<file path="src/rtl/jk_mod_counter.sv">
// Mod-N up/down counter built from a bank of JK flip-flop stages.
// Each stage is driven with minimal-form J/K excitation derived from the desired next count.

module jk_stage (
  input  logic clk_i,
  input  logic rst_i,
  input  logic j_i,
  input  logic k_i,
  output logic q_o,
  output logic qbar_o
);

  logic q_q;
  logic qbar_q;

  // q and qbar are held as separate registers so both change on the same edge.
  always_ff @(posedge clk_i or posedge rst_i) begin
    if (rst_i) begin
      q_q    <= 1'b0;
      qbar_q <= 1'b1;
    end else begin
      unique case ({j_i, k_i})
        2'b00: begin q_q <= q_q;  qbar_q <= qbar_q; end
        2'b01: begin q_q <= 1'b0; qbar_q <= 1'b1;   end
        2'b10: begin q_q <= 1'b1; qbar_q <= 1'b0;   end
        2'b11: begin q_q <= ~q_q; qbar_q <= ~qbar_q; end
      endcase
    end
  end

  assign q_o    = q_q;
  assign qbar_o = qbar_q;

endmodule

module jk_mod_counter #(
  parameter int unsigned WIDTH   = 4,
  parameter int unsigned MODULUS = 10
) (
  input  logic             clk,
  input  logic             reset,
  input  logic             en,
  input  logic             up_dn,
  input  logic             load,
  input  logic [WIDTH-1:0] load_val,
  output logic [WIDTH-1:0] count,
  output logic [WIDTH-1:0] count_bar,
  output logic [WIDTH-1:0] j_vec,
  output logic [WIDTH-1:0] k_vec,
  output logic             tc,
  output logic             wrap
);

  localparam logic [WIDTH:0]   MOD_W = (WIDTH+1)'(MODULUS);
  localparam logic [WIDTH-1:0] MAX_C = WIDTH'(MODULUS - 1);

  logic [WIDTH-1:0] cnt_q;
  logic [WIDTH-1:0] cnt_bar_q;
  logic [WIDTH-1:0] cnt_d;
  logic             illegal;
  logic             wrap_q;

  // Extra MSB keeps the range test valid when MODULUS == 2**WIDTH.
  assign illegal = ({1'b0, cnt_q} >= MOD_W);

  always_comb begin
    cnt_d = cnt_q;
    if (load) begin
      cnt_d = ({1'b0, load_val} < MOD_W) ? load_val : MAX_C;
    end else if (en) begin
      if (illegal)
        cnt_d = '0;
      else if (up_dn)
        cnt_d = (cnt_q == MAX_C) ? '0 : cnt_q + 1'b1;
      else
        cnt_d = (cnt_q == '0) ? MAX_C : cnt_q - 1'b1;
    end
  end

  assign j_vec = ~cnt_q & cnt_d;
  assign k_vec = cnt_q & ~cnt_d;

  for (genvar i = 0; i < WIDTH; i++) begin : g_stage
    jk_stage u_stage (
      .clk_i  (clk),
      .rst_i  (reset),
      .j_i    (j_vec[i]),
      .k_i    (k_vec[i]),
      .q_o    (cnt_q[i]),
      .qbar_o (cnt_bar_q[i])
    );
  end

  assign tc = en & ~load & ((up_dn & (cnt_q == MAX_C)) | (~up_dn & (cnt_q == '0)));

  always_ff @(posedge clk or posedge reset) begin
    if (reset) wrap_q <= 1'b0;
    else       wrap_q <= tc;
  end

  assign count     = cnt_q;
  assign count_bar = cnt_bar_q;
  assign wrap      = wrap_q;

endmodule
</file>
<file path="config.mk">
export PLATFORM = sky130hd
export DESIGN_NAME = jk_mod_counter
export DESIGN_NICKNAME = d
export VERILOG_FILES = /design/src/rtl/jk_mod_counter.sv
export SDC_FILE = /design/constraint.sdc
export NUM_CORES = 1
export LEC_CHECK = 0
export ABC_AREA = 0
export BUFFER_PORTS_ARGS = -buffer_cell sky130_fd_sc_hd__buf_2
export CELL_PAD_IN_SITES_DETAIL_PLACEMENT = 0
export CELL_PAD_IN_SITES_GLOBAL_PLACEMENT = 1
export CORE_UTILIZATION = 25
export DETAILED_ROUTE_END_ITERATION = 8
export GPL_TIMING_DRIVEN = 1
export MAX_ROUTING_LAYER = met4
export PLACE_DENSITY = 0.61
export SYNTH_ARGS = -nofsm -noshare
export SYNTH_HDL_FRONTEND = slang
export SYNTH_SLANG_ARGS = --single-unit
</file>
<file path="constraint.sdc">
create_clock -name clk -period 6 [get_ports clk]
set_input_delay 0.3 -clock clk [delete_from_list [all_inputs] [get_ports clk]]
set_output_delay 0.3 -clock clk [all_outputs]
set_load 0.02 [all_outputs]
</file>
* Yosys cells after proc, flatten, opt, wreduce, memory -nomap -nowiden
Index checks and enable logic that the tools add are counted.
** Storage, ports and cells
- Bits in registers :: 9
- Input port bits :: 9
- Output and inout bits :: 18
** Operators by class
- Reductions and logical operators :: 5
- Magnitude comparators :: 2
- Add/sub/neg operators :: 2
- Bitwise logic cells :: 19
- Equal/unequal tests :: 13
- Multiplexer cells :: 15
** Operators by type and width (number)
- $mux W4 :: 7
- $pmux W1 S3 :: 8
- $eq A2 B2 Y1 const B :: 8
- $not A1 Y1 :: 10
- $and A4 B4 Y4 :: 2
- $eq A2 B1 Y1 const B :: 4
- $logic_not A2 Y1 :: 4
- $not A4 Y4 :: 2
- $add A4 B1 Y4 const B :: 1
- $and A1 B1 Y1 :: 4
- $eq A4 B4 Y1 const B :: 1
- $ge A4 B4 Y1 const B :: 1
- $logic_not A4 Y1 :: 1
- $lt A4 B4 Y1 const B :: 1
- $sub A4 B1 Y4 const B :: 1
- $or A1 B1 Y1 :: 1

* Longest topological paths before layout
Gate-level depths: netlist of run 1.
- Depth after elaboration :: 10
- Mapped depth :: 9
- Depth with buffers taken out :: 8

* By module
A second synthesis of run 1 with hierarchy kept.
** Unflattened totals
- Cells, all modules :: 96
- Area total of the unflattened synthesis :: 759.5 µm²
** Modules (own cells, without submodules)
- jk_mod_counter :: area each 449.2 µm², instances 1, cells each 68, sequential area each 25.0 µm²
- jk_stage :: area each 77.6 µm², instances 4, cells each 7, sequential area each 51.3 µm²

* Worst setup path before layout of run 1
OpenSTA, ideal clock, no wires.
- Path kind :: reg-to-reg
- Start point :: register g_stage[1].u_stage.q_q
- End point :: register g_stage[3].u_stage.q_q
- Path buffers :: 1
- Cell stages (with the launch flop) :: 8
- Arrival :: 1.861 ns
- Slack :: 4.014 ns
- Setup time :: 0.125 ns
- Path through :: dfrtp_1 buf_6 nand2_4 nor3_2 o21a_1 o41a_1 ha_1 mux2_2
** Between the ends
- Longest elaborated chain between the ends :: 10
- Elaborated cells on any way between the ends :: 19
- Those cells by class :: 2 x add/sub; 1 x order compare; 4 x eq/ne; 7 x mux; 3 x bitwise; 2 x reduce/logical
** Ends and longest elaborated chain
- from (decl) :: RTL line 13 : logic q_q;
- from (signal assigned) :: RTL line 23 : 2'b00: begin q_q <= q_q; qbar_q <= qbar_q; end
- from (signal assigned) :: RTL line 26 : 2'b11: begin q_q <= ~q_q; qbar_q <= ~qbar_q; end
- $sub A4 B1 Y4 (tied with other cells) :: RTL line 76 : cnt_d = (cnt_q == '0) ? MAX_C : cnt_q - 1'b1;
- $mux W4 (on tied branches) :: RTL line 76, 74
- $mux W4 :: RTL line 73 : else if (up_dn)
- $mux W4 (*) :: RTL line 71 : if (illegal)
- $mux W4 (*) :: RTL line 70 : end else if (en) begin
- $mux W4 (*) :: RTL line 68 : if (load) begin
- $not A4 Y4 :: RTL line 81 : assign k_vec = cnt_q & ~cnt_d;
- $and A4 B4 Y4 :: RTL line 81
- $eq A2 B2 Y1 / $eq A2 B1 Y1 (equally long branches) :: RTL line 22 : unique case ({j_i, k_i})
- $pmux W1 S3 :: RTL line 22
- to (signal assigned) :: RTL line 23
- to (signal assigned) :: RTL line 26
- to (decl) :: RTL line 13
Every way passes the cells marked *; elsewhere a longest branch is shown, timed or not.
A chain may end at the register's enable or synchronous reset.

* Worst setup path in the final report of run 1
- Start point :: register g_stage[1].u_stage.q_q
- End point :: output port j_vec[1]
** Between the ends
- Longest elaborated chain between the ends :: 7
- Elaborated cells on any way between the ends :: 13
- Those cells by class :: 2 x add/sub; 1 x order compare; 1 x eq/ne; 6 x mux; 2 x bitwise; 1 x reduce/logical
** Ends and longest elaborated chain
- $sub A4 B1 Y4 (tied with other cells) :: RTL line 76
- $mux W4 (on tied branches) :: RTL line 76, 74
- $mux W4 :: RTL line 73
- $mux W4 :: RTL line 71
- $mux W4 :: RTL line 70
- $mux W4 :: RTL line 68
- $and A4 B4 Y4 (*) :: RTL line 80 : assign j_vec = ~cnt_q & cnt_d;
- to (decl) :: RTL line 48 : output logic [WIDTH-1:0] j_vec,
Marked as above.

==> metrics.txt, run 1 <==
share of layout cells above drive strength 1 0.372; most frequent cell after synthesis buf_4; sequential fraction of the synthesis area 0.218; Die X 67.0 µm; Reg clk slew, reported paths 0.05 ns; Slew Limit Headroom 0.681; post-route ant nets 0; Hold Path Class in -> async; Core ar. 0.00403 mm²; Synth cell types 44; filler instances 445; Reg2Reg Setup Slack 3.62 ns; #FFs+latches synth 9; Worst Path Required 5.70 ns; Iteration-0 DRC Markers 27; Overflow after GRT 0; critical path class reg -> out; f_max 0.384 GHz; Worst-Skew Late Latency 0.24 ns; Register-to-Register Path Depth 7; H-tree levels 1; Post-CTS Resized 0; RSZ-0062 raised after global routing no; NumNets Final 143; Synth Area per Inst 9.26 µm²; Synth top area share 0.142; Die Y 67.0 µm; clk_skew 0.000643 ns; port bufs 26; routed vias/inst 4.88; Final setup viols 0; Final Hold Viols 0; WP data arrival 2.30 ns; initial cell density of the core 0.262; DR DRC count 0; initial antenna violation count 0; syn_nets 135; # diodes 0; Ports 27; Max Fanout on Critical Path 14; routability cong. 0.789; Post-synth top cells 17 x buf_4, 12 x ha_1, 7 x inv_1, 6 x o21ai_0; cell count after synthesis 114; synth top area cells ha_1 14%, buf_4 12%, dfrtp_1 12%; fin. max-slew vios 0; async set-reset flop share out of synthesis 1.00; DRT Wirelength 2250 µm; Tmin final 2.60 ns; Synth Cell Area 0.00106 mm²; Final Util 0.276; sequential cell area 230 µm²; First-pass DRT Iterations 4; largest net degree at the start of global routing 15; via count 835; hpwl dp 1700 µm; CTS tree done; Critical Path Source Type register; Ys Warns 0; postcts setup bufs 0; PwrDens 493 mW/mm²; TNS Setup 0 ns; GRT Overall Usage 0.118; Worst VDD drop 156 µV; Pleak 0.512 nW; first-pass GRT wire length 3730 µm; worst slack, placed 3.63 ns; period utilization 0.433; slew at the pin with the worst max-slew slack 0.478 ns; Clock Sinks 9; Root Buffer Master clkbuf_8; vias in the first global route 780; status finished, final reports clean; max_cap viols 0; Row Count 23; setup ws final 3.40 ns; cell taking the most area after synthesis ha_1; hold buffer count at cts 0; area of the multi-input gates 618 µm²; WL per Instance 13.2 µm; Top FF cell, synth dfrtp_1; Clock Path Buffers 2; Post-synth EDFFs 0; Die ar. 0.00449 mm²; CP endpoint kind output pin; CTS Buf Count 3; area grow syn2layout 5.33%
==> final cells by class <==
type                            count  share of cell area
Multi-Input combinational cell     75               0.556
Timing Repair Buffer               26               0.117
Clock buffer                        4              0.0405
Sequential cell                     9               0.207
Tap cell                           50              0.0562
Inverter                            7              0.0236
==> worst max-delay path, stage by stage (launching register included) <==
cell	delay, ns
dfrtp_1	0.63
inv_1	0.24
o211a_1	0.27
a311oi_2	0.30
o31a_1	0.21
ha_1	0.22
buf_2	0.18
==> kinds of logic (layout without fill, tap and decap cells) <==
group                    after synthesis  after routing  synth area share
AO/OA/AOI/OAI                         32             32             0.237
adder cells (fa/ha/maj)               12             12             0.142
buffers and inverters                 30             37             0.197
flip-flops                             9              9             0.218
multiplexers                           5              5            0.0533
AND/OR/NAND/NOR                       26             26             0.153
==> sequential cells by signal, indices dropped and copies added, names as in the netlist <==
| register | flops |
|---|---|
| g_stage.u_stage.q_o | 4 |
| g_stage.u_stage.qbar_o | 4 |
| wrap | 1 |
==> per-stage QoR <==
step	hold slack, ns	cells	power (mW)	area, µm²
after detailed placement	0.317	167	0.478	1070
after global routing	0.0817	171	0.602	1110
after CTS	0.0491	171	0.555	1110
after global placement	0.308	167	0.467	1070
final	0.0442	171	0.548	1110
after floorplan	0.125	114	0.466	1060
==> cell usage in the layout (no fill, tap or decap), types with 2 or more instances in the layout <==
| cell | netlist | layout |
|---|---|---|
| a21boi_0 | 2 | 2 |
| a21oi_1 | 5 | 5 |
| buf_2 | 1 | 26 |
| clkbuf_8 | 0 | 3 |
| dfrtp_1 | 5 | 5 |
| dfstp_2 | 4 | 4 |
| ha_1 | 12 | 12 |
| inv_1 | 7 | 7 |
| mux2_2 | 5 | 5 |
| nand2_1 | 4 | 4 |
| nand2b_1 | 3 | 3 |
| nand3_1 | 2 | 2 |
| nand4b_1 | 2 | 2 |
| nor2_1 | 2 | 2 |
| nor3_1 | 3 | 3 |
| o21ai_0 | 6 | 6 |
| o31ai_1 | 4 | 4 |
==> path summary, 6_finish.rpt <==
check                                                           start                                     to
worst max-delay path               g_stage[1].u_stage.q_o$_DFFE_PP0P_                               j_vec[1]
worst min-delay path                                            reset     g_stage[1].u_stage.q_o$_DFFE_PP0P_
worst max register to register     g_stage[1].u_stage.q_o$_DFFE_PP0P_  g_stage[1].u_stage.qbar_o$_DFFE_PP1P_
worst min register to register  g_stage[3].u_stage.qbar_o$_DFFE_PP1P_  g_stage[3].u_stage.qbar_o$_DFFE_PP1P_
max in group asynchronous                                       reset  g_stage[0].u_stage.qbar_o$_DFFE_PP1P_
min in group clk                                                up_dn                         wrap$_DFF_PP0_
==> layer usage <==
metal	GRT usage	wire [µm]	vias up
met5	-	0	-
met4	0.0479	23	0
met3	0.0411	123	4
met2	0.176	993	20
met1	0.144	1110	402
li1	-	-	409
==> report_power, final <==
part	internal, mW	leakage [nW]	switching [mW]
clock network	0.0465	0.0228	0.0261
registers	0.0993	0.106	0.0578
logic	0.135	0.383	0.183
Power figures use the tool's default switching activity.
==> run 2: changes to the inputs <==
--- a/config.mk
+++ b/config.mk
@@ -13,7 +13,7 @@
 export DETAILED_ROUTE_END_ITERATION = 8
 export GPL_TIMING_DRIVEN = 1
 export MAX_ROUTING_LAYER = met4
-export PLACE_DENSITY = 0.61
+export PLACE_DENSITY = 0.63
 export SYNTH_ARGS = -nofsm -noshare
 export SYNTH_HDL_FRONTEND = slang
 export SYNTH_SLANG_ARGS = --single-unit
==> constraint.sdc (replaced) <==
create_clock -name clk -period 2.25 [get_ports clk]
set_input_delay 0.1125 -clock clk [delete_from_list [all_inputs] [get_ports clk]]
set_output_delay 0.1125 -clock clk [all_outputs]
set_load 0.02 [all_outputs]
==> run 2 against run 1 <==
Core utilization rose by 0.99 points. Highest routed layer is now met3. Largest cell class unchanged. Register-to-register slack got worse by 3.5 ns. Largest power group unchanged. Power rose to 2.8 times the previous value. Critical path depth rose by 1. Combinational power rose to 2.9 times the previous value. Critical path type unchanged. Via count fell by 1.2%. Cell count rose by 2.3%. Wire length fell by 2.7%. Global-route usage fell by 0.52 points. Clock-buffer cell count did not move. Clock power rose to 2.7 times the previous value.
==> metrics.txt, run 2 (synthesis gave the netlist of run 1 again) <==
critical path class reg -> out; initial antenna violation count 0 (unchanged); sequential cell area 234 µm² (+1.6%); CTS Buf Count 3 (unchanged); DRT Wirelength 2190 µm (-2.7%); Pleak 0.529 nW (+3.3%); post-route ant nets 0 (unchanged); Die Y 67.0 µm (unchanged); port bufs 26 (unchanged); Tmin final 2.12 ns; WL per Instance 12.5 µm (-4.9%); share of layout cells above drive strength 1 0.408 (+0.0361); area of the multi-input gates 618 µm² (unchanged); Die X 67.0 µm (unchanged); Clock Path Buffers 2 (unchanged); clk_skew 0.00187 ns (+0.00123 ns); Worst VDD drop 466 µV (+200%); # diodes 0 (unchanged); RSZ-0062 raised after global routing no; first-pass GRT wire length 3710 µm (-0.54%); DR DRC count 0 (unchanged); Ports 27 (unchanged); highest-count cells in the layout ignoring fill and taps 26 x buf_2, 12 x ha_1, 7 x inv_1; vias in the first global route 755 (-3.2%); Critical Path Source Type register; hold slack 0.282 ns (+0.238 ns); Max Fanout on Critical Path 10 (-4); max_cap viols 0 (unchanged); hpwl dp 1680 µm (-0.97%); dpl cell area 0.00108 mm² (+1.4%); hold_sp up_dn; Register-to-Register Path Depth 8 (+1); Worst-Skew Late Latency 0.23 ns (about the same); routability cong. 0.767 (-2.8%); Final Hold Viols 0 (unchanged); TNS Setup 0 ns (unchanged); Worst Path Required 2.14 ns (-3.56 ns); Iteration-0 DRC Markers 38 (+41%); CTS tree done; Reg2Reg Setup Slack 0.15 ns (-3.47 ns); f_max 0.471 GHz; status finished, final reports clean; initial cell density of the core 0.262 (unchanged); area grow syn2layout 9.12%; slew at the pin with the worst max-slew slack 0.390 ns (-0.0882 ns); Root Buffer Master clkbuf_8; worst r2r dst g_stage[1].u_stage.qbar_o$_DFFE_PP1P_; via count 825 (-1.2%); WHS Path Cells 3; WP data arrival 2.01 ns (-0.29 ns); Clock Sinks 9 (unchanged); Reg clk slew, reported paths 0.05 ns (about the same); GRT Overall Usage 0.113 (-0.00525); Core ar. 0.00403 mm² (unchanged); routed vias/inst 4.71 (-3.5%); Hold EP wrap$_DFF_PP0_; fin area 0.00115 mm² (+3.6%); CP endpoint kind output pin; Overflow after GRT 0 (unchanged); Hold Path Class in -> reg; filler instances 450 (+1.1%); largest net degree at the start of global routing 15 (unchanged); Final Util 0.286 (+0.00994); r2r startpoint g_stage[1].u_stage.q_o$_DFFE_PP0P_; Final setup viols 0 (unchanged); most common cell after layout, fill and taps aside buf_2; NumNets Final 147 (+2.8%); Die ar. 0.00449 mm² (unchanged); fin. max-slew vios 0 (unchanged); period utilization 0.944; PwrDens 1310 mW/mm² (+170%); Slew Limit Headroom 0.740 (+0.0585); First-pass DRT Iterations 3 (-1); Row Count 23 (unchanged); H-tree levels 1 (unchanged)
[run 2: cell types whose count changed in the layout (fill, tap and decap cells not counted)]
cell           delta
dfrtp_1           -3
buf_4             +2
dfrtp_2           +3
dlygate4sd3_1     +1
buf_6             +1
[run 2: critical path: stages (launching register included)]
cell	delay, ns
dfrtp_1	0.42
buf_6	0.16
nand3b_1	0.15
o211a_1	0.14
a311oi_2	0.29
o31a_1	0.21
ha_1	0.22
buf_2	0.18
[run 2: final cells by class]
class,instances,share of cell area
multi-input cells,75,0.536
flip-flops and latches,9,0.203
repair buffers,30,0.144
well taps,50,0.0543
clock buffers,4,0.0391
inverters,7,0.0228
[run 2: metrics by stage]
| stage | worst slack (ns) | cells | total power, mW |
|---|---|---|---|
| after floorplan | 0.264 | 114 | 1.24 |
| after global placement | 0.132 | 169 | 1.26 |
| after detailed placement | 0.0966 | 169 | 1.29 |
| after CTS | 0.0821 | 174 | 1.50 |
| after global routing | 0.0199 | 175 | 1.65 |
| final | 0.125 | 175 | 1.51 |
[run 2: metal layers]
metal  share of wire  track usage  up-vias  wire length (µm)
met5               0            -        -                 0
met3           0.050       0.0360        0               109
met2            0.45        0.165       18               994
met4               0       0.0239        0                 0
li1                -            -      421                 -
met1            0.50        0.149      386              1090
[run 2: how the worst max path moves through the flow]
| stage | startpoint | endpoint | slack [ns] | depth (start not counted) |
|---|---|---|---|---|
| after floorplan | g_stage[1].u_stage.q_o$_DFFE_PP0P_ | g_stage[3].u_stage.q_o$_DFFE_PP0P_ | 0.26 | 7 |
| after global placement | g_stage[3].u_stage.q_o$_DFFE_PP0P_ | g_stage[3].u_stage.q_o$_DFFE_PP0P_ | 0.13 | 6 |
| after detailed placement | g_stage[3].u_stage.q_o$_DFFE_PP0P_ | g_stage[3].u_stage.q_o$_DFFE_PP0P_ | 0.1 | 6 |
| after CTS | g_stage[1].u_stage.q_o$_DFFE_PP0P_ | j_vec[1] | 0.08 | 7 |
| after global routing | g_stage[1].u_stage.q_o$_DFFE_PP0P_ | j_vec[1] | 0.02 | 7 |
| final | g_stage[1].u_stage.q_o$_DFFE_PP0P_ | j_vec[1] | 0.13 | 7 |
[run 2: repair_timing]
action                                 in CTS  in global routing
hold buffers                                1                  0
setup buffers                               0                  1
endpoints found under the hold margin       5                  0
setup endpoints to repair                   0                  7
resized for setup                           0                  4
[run 2: power breakdown]
| group | total [mW] | internal, mW | switching (mW) |
|---|---|---|---|
| Sequential | 0.392 | 0.271 | 0.121 |
| Clock | 0.196 | 0.124 | 0.0717 |
| Combinational | 0.919 | 0.395 | 0.525 |
